$ cat src/rtl/sdram_init_cfg.sv
// sdram_init_cfg: parametrised SDRAM power-up initialisation sequencer.
// Issues NOP wait, PRECHARGE all, AR_TIMES x AUTO_REFRESH and LOAD_MODE_REGISTER,
// then sits in END until init_req asks for a re-init (power-up wait skipped).
// Optional feature macro SDRAM_INIT_EMR_EN adds an extended mode register load
// (ba=10, addr=EMR_VALUE) followed by a T_MRD_CLK wait before END.
// Ports:
//   sys_clk, sys_rst_n : clock, asynchronous active-low reset
//   init_req           : re-init pulse, honoured only in END
//   init_cmd           : {cs#,ras#,cas#,we#}, registered
//   init_ba, init_addr : bank and address, registered
//   init_busy/init_end : sequence in progress / init complete (complementary)
module sdram_init_cfg #(
    parameter int         CLK_FREQ_MHZ = 100,
    parameter int         POWERUP_US   = 100,
    parameter int         T_RP_CLK     = 2,
    parameter int         T_RFC_CLK    = 7,
    parameter int         T_MRD_CLK    = 2,
    parameter int         AR_TIMES     = 2,
    parameter int         ADDR_W       = 13,
    parameter logic [2:0] CAS_LAT      = 3'd3,
    parameter logic       BURST_TYPE   = 1'b0,
    parameter logic [2:0] BURST_LEN    = 3'b111,
    parameter logic       WB_MODE      = 1'b0
`ifdef SDRAM_INIT_EMR_EN
    ,
    parameter logic [ADDR_W-1:0] EMR_VALUE = '0
`endif
) (
    input  logic              sys_clk,
    input  logic              sys_rst_n,
    input  logic              init_req,
    output logic [3:0]        init_cmd,
    output logic [1:0]        init_ba,
    output logic [ADDR_W-1:0] init_addr,
    output logic              init_busy,
    output logic              init_end
);
    localparam int PU    = CLK_FREQ_MHZ * POWERUP_US;
    localparam int W_PU  = PU < 1 ? 1 : PU;
    localparam int W_RP  = T_RP_CLK < 1 ? 1 : T_RP_CLK;
    localparam int W_RFC = T_RFC_CLK < 1 ? 1 : T_RFC_CLK;
    localparam int W_MRD = T_MRD_CLK < 1 ? 1 : T_MRD_CLK;
    localparam int M1    = W_PU > W_RP ? W_PU : W_RP;
    localparam int M2    = W_RFC > W_MRD ? W_RFC : W_MRD;
    localparam int W_MAX = M1 > M2 ? M1 : M2;
    localparam int CW    = $clog2(W_MAX) + 1;
    localparam logic [3:0] AR_N = 4'(AR_TIMES);
    localparam logic [3:0] NOP = 4'b0111, PRE_C = 4'b0010, AR_C = 4'b0001, LMR_C = 4'b0000;
    localparam logic [ADDR_W-1:0] LMR_ADDR =
        {{(ADDR_W-10){1'b0}}, WB_MODE, 2'b00, CAS_LAT, BURST_TYPE, BURST_LEN};

    typedef enum logic [3:0] {IDLE, PRE, TRP, AR, TRFC, LMR, TMRD, EMR, TEMR, END} state_t;

    state_t            state, nxt;
    logic [CW-1:0]     cnt, wait_last;
    logic [3:0]        rcnt;
    logic              done;
    logic [3:0]        cmd_d;
    logic [1:0]        ba_d;
    logic [ADDR_W-1:0] addr_d;

    // wait counter restarts whenever the state changes, so it clears on every wait entry
    always_ff @(posedge sys_clk or negedge sys_rst_n) begin
        if (!sys_rst_n) begin
            state     <= IDLE;
            cnt       <= '0;
            rcnt      <= '0;
            init_cmd  <= NOP;
            init_ba   <= 2'b11;
            init_addr <= '1;
            init_busy <= 1'b1;
            init_end  <= 1'b0;
        end else begin
            state     <= nxt;
            cnt       <= (nxt != state) ? '0 : cnt + 1'b1;
            rcnt      <= (nxt == PRE) ? '0 : (state == AR) ? rcnt + 1'b1 : rcnt;
            init_cmd  <= cmd_d;
            init_ba   <= ba_d;
            init_addr <= addr_d;
            init_busy <= state != END;
            init_end  <= state == END;
        end
    end

    always_comb begin
        wait_last = state == IDLE ? CW'(W_PU - 1) :
                    state == TRP  ? CW'(W_RP - 1) :
                    state == TRFC ? CW'(W_RFC - 1) : CW'(W_MRD - 1);
        done = cnt == wait_last;
    end

    always_comb begin
        nxt = state;
        case (state)
            IDLE: nxt = done ? PRE : IDLE;
            PRE:  nxt = TRP;
            TRP:  nxt = done ? AR : TRP;
            AR:   nxt = TRFC;
            TRFC: nxt = !done ? TRFC : (rcnt < AR_N) ? AR : LMR;
            LMR:  nxt = TMRD;
`ifdef SDRAM_INIT_EMR_EN
            TMRD: nxt = done ? EMR : TMRD;
            EMR:  nxt = TEMR;
            TEMR: nxt = done ? END : TEMR;
`else
            TMRD: nxt = done ? END : TMRD;
`endif
            END:  nxt = init_req ? PRE : END;
            default: nxt = IDLE;
        endcase
    end

    always_comb begin
        cmd_d  = state == PRE ? PRE_C : state == AR ? AR_C : state == LMR ? LMR_C : NOP;
        ba_d   = state == LMR ? 2'b00 : 2'b11;
        addr_d = state == LMR ? LMR_ADDR : '1;
`ifdef SDRAM_INIT_EMR_EN
        if (state == EMR) begin
            cmd_d  = LMR_C;
            ba_d   = 2'b10;
            addr_d = EMR_VALUE;
        end
`endif
    end
endmodule

$ cat config.mk
export PLATFORM = sky130hd
export DESIGN_NAME = sdram_init_cfg
export DESIGN_NICKNAME = d
export VERILOG_FILES = /design/src/rtl/sdram_init_cfg.sv
export SDC_FILE = /design/constraint.sdc
export NUM_CORES = 1
export LEC_CHECK = 0
export CORE_ASPECT_RATIO = 1.1
export CORE_MARGIN = 1.5
export CORE_UTILIZATION = 40
export CTS_CLUSTER_DIAMETER = 60
export DETAILED_ROUTE_END_ITERATION = 8
export PLACE_DENSITY_LB_ADDON = 0.1
export SLEW_MARGIN = 0
export SYNTH_ARGS = -nofsm -noshare
export SYNTH_HDL_FRONTEND = slang
export SYNTH_SLANG_ARGS = --single-unit
$ cat constraint.sdc
create_clock -name sys_clk -period 1.9 [get_ports sys_clk]
set_clock_uncertainty 0.15 [all_clocks]
set_input_delay 0.19 -clock sys_clk [delete_from_list [all_inputs] [get_ports sys_clk]]
set_output_delay 0.19 -clock sys_clk [all_outputs]
set_load 0.02 [all_outputs]
==> reports/results.tsv <==
stage	metric	value	unit
clock_tree	# H-tree levels	2	
synthesis	average size of a mapped cell	10.6	µm²
clock_tree	clk root buf	clkbuf_8	
synthesis	post-synthesis cell type count	45	
synthesis	share of flip-flops with an asynchronous set or reset	1.00	
worst_setup_path	CP bufs+invs	1	
place	PortBufs	17	
power_and_ir_drop	peak supply drop	0.000378	V
power_and_ir_drop	PD cells	518	nW/µm²
power_and_ir_drop	sequential power share	0.541	
synthesis	Mapped Cells	166	
clock_tree	clk sink count	29	
clock_tree	post-cts hold buffer count	0	
outcome	run status	finished, violations left	
clock_tree	TritonCTS buffer count	5	
power_and_ir_drop	LEAKAGE	0.916	nW
final_layout	Area Overhead vs Synth	25.9	%
worst_setup_path	R2R depth	6	
final_layout	utilization after layout	0.518	
final_layout	n_diodes	0	
global_routing	global-route wire length before repair	5770	µm
drt	Pre-antenna DRT Iters	4	
worst_setup_path	r2r endpoint	rcnt[3]	
timing	RSZ-0062 raised after global routing	true	
clock_tree	Clk pin slew, worst setup/hold paths	0.07	ns
synthesis	synthesized cell area	1750	µm²
worst_setup_path	sequence of cells on the critical path	or4_4, nor4_4, nand4_1, a211oi_2, buf_4, a21oi_1	
worst_setup_path	CP max-delay cell	or4_4	
timing	Final min period	2.08	ns
power_and_ir_drop	Psw	0.265	mW
worst_setup_path	Worst setup EP type	flop	
power_and_ir_drop	Int Power	0.877	mW
clock_tree	CTS tree	built	
synthesis	count leader, synth	dfrtp_1	
final_layout	final net count	207	
drt	Post-Route WL	3490	µm
timing	final hold violation count	0	
drt	via count	1242	
global_routing	largest net degree at the start of global routing	30	
worst_setup_path	CP max stage delay	0.54	ns
synthesis	sequential area share after synthesis	0.418	
place	HPWL Detailed	2450	µm
drt	drt wl/cell	13.6	µm
worst_hold_path	min-delay worst type	in -> async	
synthesis	top cell type's share of synthesized area	0.343	
timing	fmax	0.480	GHz
floorplan	die height	72.4	µm
synthesis	Main synth FF type	dfrtp_1	
worst_setup_path	CP delay by family, top	simple AND/OR/NAND/NOR gates	
floorplan	Site Rows	25	
global_routing	Total Routing Usage GR	0.162	
synthesis	top cell type by total area after synthesis	dfrtp_1	
floorplan	I/O pin count	24	
synthesis	flops & latches, synth	29	
clock_tree	latest clock arrival within the worst-skew pair	0.29	ns
clock_tree	Max Buffers Root-to-Sink	2	
drt	drt drc	0	
drt	Via density	4.83	
final_layout	fillers	410	
worst_setup_path	CP Data Required Time	1.91	ns
synthesis	top post-synthesis cells by count	24 x dfrtp_1, 17 x buf_4, 12 x nor2_1, 10 x nand2_1, 10 x nor2_2	
power_and_ir_drop	total power	1.14	mW
floorplan	initial core utilization	0.412	
floorplan	die width	66.1	µm
run	max-cap violation count	0	
floorplan	die area	4790	µm²
worst_setup_path	FF-to-FF setup slack	-0.18	ns
timing	max-slew violation count	0	
worst_setup_path	Critical Path AT	2.10	ns
drt	DR iter-0 viols	29	
timing	worst setup margin	-0.182	ns
timing	setup_tns	-2.62	ns
timing	Tcrit/Tclk final	1.10	
worst_setup_path	startpoint types	flop	
synthesis	top post-synthesis cells by area	dfrtp_1 34%, dfstp_2 7.5%, buf_4 7.3%	
power_and_ir_drop	Combinational Power Share	0.026	
worst_setup_path	reg2reg start	cnt[4]	
synthesis	synthesis warning total	0	
place	GPL Wtd Cong	0.862	
final_layout	layout cells sized above 1	0.365	
drt	Detail Route Antenna Nets	0	
global_routing	initial antenna violation count	0	
outcome	failing checks	negative setup slack	
synthesis	number of synthesized flops with an enable pin	0	
power_and_ir_drop	Clock power frac	0.433	
timing	Final setup viols	22	
global_routing	vias in the first global route	1302	
global_routing	global route overflow	0	
worst_setup_path	Setup CP Type	reg -> reg	
place	dpl ws	-0.234	ns
power_and_ir_drop	Net Sw Frac	0.232	
worst_setup_path	CP max FO	4	
floorplan	Core ar.	4250	µm²
## cell usage in the layout, fill, tap and decap left out, types with 2 or more instances in the layout
cell | netlist | layout
a21oi_4 | 1 | 2
xor2_1 | 9 | 9
dfstp_2 | 5 | 5
xnor2_1 | 8 | 8
or4_4 | 2 | 3
a211oi_2 | 2 | 2
nand3_1 | 4 | 4
a21oi_1 | 7 | 7
nand3b_1 | 3 | 3
and3_1 | 3 | 3
inv_1 | 5 | 5
clkbuf_8 | 0 | 5
or4b_1 | 2 | 2
mux2i_1 | 2 | 2
clkinv_2 | 0 | 2
dfrtp_2 | 0 | 2
ha_1 | 2 | 2
nand4_1 | 5 | 5
and4_1 | 2 | 2
clkdlybuf4s50_1 | 0 | 11
nor2_1 | 12 | 11
nand2_1 | 10 | 10
nor4_4 | 2 | 2
dfrtp_1 | 24 | 22
or3b_1 | 2 | 2
buf_4 | 17 | 29
conb_1 | 2 | 6
nor2_2 | 10 | 11
dlymetal6s2s_1 | 0 | 6
## area by class of cell
type | instances | area (µm²) | share of cell area
clock inverter | 2 | 10.0 | 0.00454
inverter | 5 | 18.8 | 0.00851
multi-input combinational | 113 | 867 | 0.393
timing repair buffer | 48 | 434 | 0.197
sequential | 29 | 734 | 0.333
clock buffer | 6 | 72.6 | 0.0329
tap | 54 | 67.6 | 0.0306
## sequential cells by signal, indices dropped and copies added (netlist names)
name,flops
init_end,1
init_cmd,3
rcnt,4
init_busy,1
cnt,15
state,4
init_ba,1
## cell families (layout without fill, tap and decap cells)
logic type,count (synthesis),in the layout,share of synthesized area
and+or+nand+nor,69,69,0.256
DFF,29,29,0.418
buffers and inverters,28,61,0.120
xor gates and xnor gates,17,17,0.0850
AOI/OAI and AO/OA,16,16,0.0779
muxes,3,3,0.0243
adders and majority gates,2,2,0.0143
other,2,6,0.00429
## metrics by stage
| stage | hold slack [ns] | std cells | area [µm²] |
|---|---|---|---|
| 6_report | 0.143 | 257 | 2200 |
| 3_3_place_gp | 0.400 | 245 | 2030 |
| 3_5_place_dp | 0.412 | 245 | 2030 |
| 4_1_cts | 0.148 | 257 | 2160 |
| 2_1_floorplan | -0.256 | 170 | 1770 |
| 5_1_grt | 0.190 | 257 | 2200 |
## power groups by stage
stage               logic (mW)  registers [mW]  clock network [mW]
global route            0.0336           0.617               0.539
detailed placement      0.0291           0.629                   0
CTS                     0.0294           0.618               0.516
floorplan               0.0199           0.629                   0
finish                  0.0296           0.618               0.494
global placement        0.0289           0.629                   0
## layer usage
| layer | global-route usage | vias to the layer above | part of all wire | wire, µm |
|---|---|---|---|---|
| met1 | 0.180 | 601 | 0.41 | 1440 |
| met2 | 0.287 | 18 | 0.54 | 1900 |
| met4 | 0.0612 | 0 | 0.013 | 45 |
| met3 | 0.0512 | 5 | 0.031 | 108 |
| met5 | 0 | - | 0 | 0 |
| li1 | - | 618 | - | - |
## how the worst max path moves through the flow
stage,start,end,depth (start not counted),slack (ns)
floorplan,cnt[4],cnt[10],6,-0.07
global placement,state[0],rcnt[0],6,-0.17
detailed placement,state[1],state[3],5,-0.23
CTS,cnt[4],rcnt[3],6,-0.18
global route,cnt[4],rcnt[3],6,-0.28
finish,cnt[4],rcnt[3],6,-0.18
## what timing repair did
| item | 4_1_cts | 5_1_grt |
|---|---|---|
| pin swaps | 1 | 0 |
| setup endpoints to repair | 23 | 33 |
| buffers inserted | 4 | 0 |
| gates cloned | 0 | 0 |
| gates resized for setup | 6 | 11 |
Power figures use the tool's default switching activity.
